### src/rtl/router_input_rx.sv
// ============================================================================
// router_input_rx : link receiver with per-VC show-ahead FIFOs, on/off flow
//                   control with hysteresis and per-VC packet allocation FSM.
// Revision: 1.0
// ============================================================================
`default_nettype none

package noc_params;
    localparam int VC_NUM    = 4;
    localparam int VC_ID_W   = 3;
    localparam int PAYLOAD_W = 16;

    typedef enum logic [1:0] {
        HEAD     = 2'd0,
        BODY     = 2'd1,
        TAIL     = 2'd2,
        HEADTAIL = 2'd3
    } flit_label_t;

    typedef struct packed {
        flit_label_t                flit_label;
        logic [VC_ID_W-1:0]         vc_id;
        logic [PAYLOAD_W-1:0]       payload;
    } flit_t;
endpackage

module router_input_rx
    import noc_params::*;
#(
    parameter int VC_NUM      = noc_params::VC_NUM,
    parameter int BUFFER_SIZE = 8,
    parameter int OFF_MARGIN  = 2,
    parameter int ON_LEVEL    = 4
) (
    input  logic                    clk,
    input  logic                    rst,
    input  flit_t                   data_i,
    input  logic                    is_valid_i,
    output logic [VC_NUM-1:0]       is_on_off_o,
    output logic [VC_NUM-1:0]       is_allocatable_o,
    output flit_t [VC_NUM-1:0]      flit_o,
    output logic [VC_NUM-1:0]       flit_valid_o,
    input  logic [VC_NUM-1:0]       read_i,
    output logic [VC_NUM-1:0]       overflow_o,
    output logic [VC_NUM-1:0]       protocol_err_o
);

    localparam int PTR_W = $clog2(BUFFER_SIZE);
    localparam int CNT_W = PTR_W + 1;

    localparam logic [1:0] IDLE  = 2'd0;
    localparam logic [1:0] BUSY  = 2'd1;
    localparam logic [1:0] DRAIN = 2'd2;

    for (genvar v = 0; v < VC_NUM; v++) begin : g_vc
        localparam logic [VC_ID_W-1:0] VC_ID = VC_ID_W'(v);

        logic [PTR_W-1:0] wr_ptr, rd_ptr;
        logic [CNT_W-1:0] count, count_next;
        logic [1:0]       state, state_next;
        logic             hit, push, pop, err_set;
        logic             on_off, overflow, perr, allocatable;
        flit_t            mem [BUFFER_SIZE];

        assign hit  = is_valid_i && (data_i.vc_id == VC_ID);
        assign pop  = read_i[v] && (count != '0);
        // A full FIFO still accepts when the same edge frees a slot.
        assign push = hit && ((count != CNT_W'(BUFFER_SIZE)) || pop);

        always_comb begin
            count_next = count;
            if (push && !pop)
                count_next = count + CNT_W'(1);
            else if (pop && !push)
                count_next = count - CNT_W'(1);
        end

        always_ff @(posedge clk or posedge rst) begin
            if (rst) begin
                wr_ptr   <= '0;
                rd_ptr   <= '0;
                count    <= '0;
                on_off   <= 1'b1;
                overflow <= 1'b0;
                perr     <= 1'b0;
            end else begin
                if (push)
                    wr_ptr <= wr_ptr + PTR_W'(1);
                if (pop)
                    rd_ptr <= rd_ptr + PTR_W'(1);
                count <= count_next;
                if (count_next >= CNT_W'(BUFFER_SIZE - OFF_MARGIN))
                    on_off <= 1'b0;
                else if (count_next <= CNT_W'(ON_LEVEL))
                    on_off <= 1'b1;
                if (hit && !push)
                    overflow <= 1'b1;
                if (err_set)
                    perr <= 1'b1;
            end
        end

        always_ff @(posedge clk) begin
            if (push)
                mem[wr_ptr] <= data_i;
        end

        always_ff @(posedge clk or posedge rst) begin
            if (rst)
                state <= IDLE;
            else
                state <= state_next;
        end

        always_comb begin
            state_next = state;
            err_set    = 1'b0;
            case (state)
                IDLE: begin
                    if (push) begin
                        case (data_i.flit_label)
                            HEAD:     state_next = BUSY;
                            HEADTAIL: state_next = DRAIN;
                            default:  err_set    = 1'b1;
                        endcase
                    end
                end
                BUSY: begin
                    if (push) begin
                        case (data_i.flit_label)
                            TAIL:     state_next = DRAIN;
                            BODY:     state_next = BUSY;
                            default:  err_set    = 1'b1;
                        endcase
                    end
                end
                DRAIN: begin
                    // The packet is closed; nothing may arrive until it drains.
                    if (push)
                        err_set = 1'b1;
                    else if (count_next == '0)
                        state_next = IDLE;
                end
                default: state_next = IDLE;
            endcase
        end

        always_comb begin
            allocatable = (state == IDLE);
        end

        assign flit_o[v]           = mem[rd_ptr];
        assign flit_valid_o[v]     = (count != '0);
        assign is_on_off_o[v]      = on_off;
        assign is_allocatable_o[v] = allocatable;
        assign overflow_o[v]       = overflow;
        assign protocol_err_o[v]   = perr;
    end

endmodule

`default_nettype wire
### config.mk
export PLATFORM = sky130hd
export DESIGN_NAME = router_input_rx
export DESIGN_NICKNAME = d
export VERILOG_FILES = /design/src/rtl/router_input_rx.sv
export SDC_FILE = /design/constraint.sdc
export NUM_CORES = 1
export LEC_CHECK = 0
export ABC_AREA = 1
export ABC_CLOCK_PERIOD_IN_PS = 4300
export CAP_MARGIN = 5
export CORE_MARGIN = 4
export CORE_UTILIZATION = 55
export DETAILED_ROUTE_END_ITERATION = 7
export PLACE_DENSITY = 0.73
export SETUP_SLACK_MARGIN = 0.1
export SYNTH_ARGS = -nofsm -noshare
export SYNTH_HDL_FRONTEND = slang
export SYNTH_SLANG_ARGS = --single-unit
### constraint.sdc
create_clock -name clk -period 4.3 [get_ports clk]
set_input_delay 0.86 -clock clk [delete_from_list [all_inputs] [get_ports clk]]
set_output_delay 0.86 -clock clk [all_outputs]
set_load 0.05 [all_outputs]
==> results.py <==
metrics = {
    "run_status": {
        "status": "finished, final reports clean",
    },
    "setup_path": {
        "path_class": "flip-flop to output pin",
        "crit_required_ns": 3.44,
        "r2r_end": "g_vc[2].mem[7][3]$_DFFE_PP_",
        "crit_path_end_kind": "output pin",
        "r2r_cells": 10,
        "crit_path_max_fanout": 25,
        "r2r-start": "g_vc[2].count[0]$_DFF_PP0_",
        "reg2reg_slack_ns": 1.71,
        "cp.arrival_ns": 3.02,
        "crit_path_start_kind": "flip-flop",
    },
    "floorplanning": {
        "coreArea_um2": 52970,
        "fp.dieH_um": 240.4,
        "start_util": 0.5605,
        "die_area_um2": 57770,
        "rows": 84,
        "chipWidth_um": 240.4,
        "ioPinCount": 132,
    },
    "cells_and_area": {
        "nFillCells": 3646,
        "final_area_um2": 35160,
        "flow.area_growth_from_synthesis_pct": 18.42,
        "drive_gt1_frac": 0.1420,
        "multi_input_area_um2": 7156,
        "antennaDiodeCount": 0,
        "layout.area.seq_um2": 21690,
        "fin_nets": 2612,
        "final_util": 0.6638,
    },
    "timing": {
        "layout_setup_ws_ns": 0.4204,
        "clock_skew_ns": 0.02617,
        "fin_tns_setup_ns": 0,
        "rsz0062_at_grt": "no",
        "slew_viol_final": 0,
        "max_slew_margin": 0.2715,
        "final.period_utilization": 0.9022,
        "tightest_slew_ns": 1.093,
        "min_period_ns": 3.880,
        "setup_violations": 0,
        "fmax_mhz": 257.8,
        "hold_viol_final": 0,
    },
    "flow_run": {
        "maxCapViolCount": 0,
    },
    "placement": {
        "dpl_cell_area_um2": 32790,
        "hpwl_um": 40710,
        "pre_cts_ws_ns": 0.7788,
        "gp_congestion": 0.8614,
        "port_buffers": 131,
    },
    "drt": {
        "dr.pass1.iters": 7,
        "wl_um": 69870,
        "vias_per_cell": 5.813,
        "drtAntennaViolNets": 0,
        "drt_iter0_drc": 1920,
        "post_drt_wl_per_cell_um": 21.12,
        "vias": 19230,
        "drc": 0,
    },
    "synthesis": {
        "synth_cell_types": 37,
        "synth_top_area_frac": 0.6796,
        "async_flop_share": 0.08197,
        "synth-edff-count": 672,
        "syn_avg_cell_area_um2": 12.25,
        "synth_seq_area_share": 0.7304,
        "ys_ff_latch": 732,
        "post-synth-top-area-cell": "edfxtp_1",
        "synth.most_common_cell": "edfxtp_1",
        "synth_area_leaders": "edfxtp_1, nor2_1, o21ai_0",
        "yosys_warnings": 0,
        "syn_area_um2": 29690,
        "synthesis.nets": 2471,
        "synthCells": 2423,
        "synth_ff_type": "edfxtp_1",
        "synth.top_cells.by_count": "edfxtp_1, nor2_1, o21ai_0",
    },
    "power": {
        "powerDensity_nw_per_um2": 782.9,
        "power_w": 0.02753,
        "p_leak_nw": 12.32,
        "ir_drop_mv": 0.7031,
    },
    "global_routing": {
        "antenna_found_initial": 2,
        "grt_max_degree": 86,
        "grt_pass1_wl_um": 106500,
        "grt-ovfl-total": 0,
        "grtUsageTotal": 0.2399,
        "grt_pass1_vias": 19040,
    },
    "clock_tree": {
        "clk_latency_ns": 0.61,
        "clk_pin_slew_ns": 0.06,
        "post_cts_buffers": 0,
        "clock_sinks": 732,
        "ctsResizeCount": 0,
        "tritoncts": "done",
        "cts_buffer_depth": 3,
        "cts-root-buf": "clkbuf_16",
        "htree_levels": 3,
        "numCtsBuffers": 73,
        "postCtsHoldBufs": 0,
    },
    "min_path": {
        "min_from": "g_vc[1].overflow$_DFFE_PP0P_",
        "min_to": "g_vc[1].overflow$_DFFE_PP0P_",
        "whs_path_depth": 1,
        "hold_path.class": "flip-flop to flip-flop",
    },
}
state kept, by name, summed over array words and instances, names as in the netlist:
register and cells:
g_vc.perr 4, g_vc.on_off 4, g_vc.mem 672, g_vc.overflow 4, g_vc.rd_ptr 12, g_vc.count 16
g_vc.wr_ptr 12, g_vc.state 8
routing by layer:
| layer | up-vias | track usage | part of all wire |
|---|---|---|---|
| met4 | 0 | 0.08937 | 0.031 |
| met3 | 126 | 0.03499 | 0.066 |
| li1 | 8924 | - | - |
| met5 | - | 0 | 0 |
| met1 | 9451 | 0.3111 | 0.39 |
| met2 | 730 | 0.4152 | 0.51 |
placed cells by master, fill, tap and decap left out, drive strengths merged, types with 25 or more instances in the layout:
cell type      instances
nor2                 653
xor2                  25
a31oi                 85
clkbuf                96
clkdlybuf4s50         44
edfxtp               672
buf                  165
clkinv                30
o21ai                347
o22ai                 92
nand3                 43
nand2                138
dfrtp                 56
inv                   86
cell families after synthesis:
logic type | count (synthesis) | synth area share
compound gates | 555 | 0.1027
xor+xnor | 27 | 0.007964
fa+ha+maj | 20 | 0.008428
buf+inv | 232 | 0.03228
flops | 732 | 0.7304
simple gates | 857 | 0.1182
where the power goes:
group | internal, W | leakage, nW | switching [W]
Sequential | 0.00815 | 6.76 | 0.000302
Clock | 0.00370 | 1.16 | 0.00258
Combinational | 0.00467 | 4.40 | 0.00813
Total | 0.0165 | 12.3 | 0.0110
metrics by stage:
stage	hold WS, ns	std cells
after floorplan	0.4445	2423
after global placement	0.4697	3177
after detailed placement	0.4630	3177
after CTS	0.4761	3308
after global routing	0.5148	3308
final	0.4686	3308
layout make-up:
cell class	count	area share
Clock buffer	96	0.05789
Timing Repair Buffer	209	0.07814
Multi-Input combinational cell	1459	0.2035
Tap cell	688	0.02448
Clock inverter	35	0.009536
Inverter	89	0.009572
Sequential cell	732	0.6169
worst max-delay path, stage by stage (launching register included):
cell     delay (ns)
dfrtp_1        0.92
buf_4          0.38
o21ai_0        0.14
o22ai_1        0.34
nor2_1         0.08
a31oi_1        0.36
buf_12         0.20
worst max path at each step:
stage / from / to / slack [ns] / depth (start not counted)
floorplan: data_i[18] / g_vc[0].mem[0][0]$_DFFE_PP_ / 0.77 / 6
global placement: data_i[18] / g_vc[2].mem[6][4]$_DFFE_PP_ / 0.87 / 8
detailed placement: data_i[18] / g_vc[2].mem[7][7]$_DFFE_PP_ / 0.78 / 9
CTS: g_vc[1].rd_ptr[1]$_DFFE_PP0P_ / flit_o[23] / 0.41 / 6
global route: g_vc[1].rd_ptr[1]$_DFFE_PP0P_ / flit_o[30] / 0.27 / 6
finish: g_vc[1].rd_ptr[1]$_DFFE_PP0P_ / flit_o[31] / 0.42 / 6
Power figures use the tool's default switching activity.
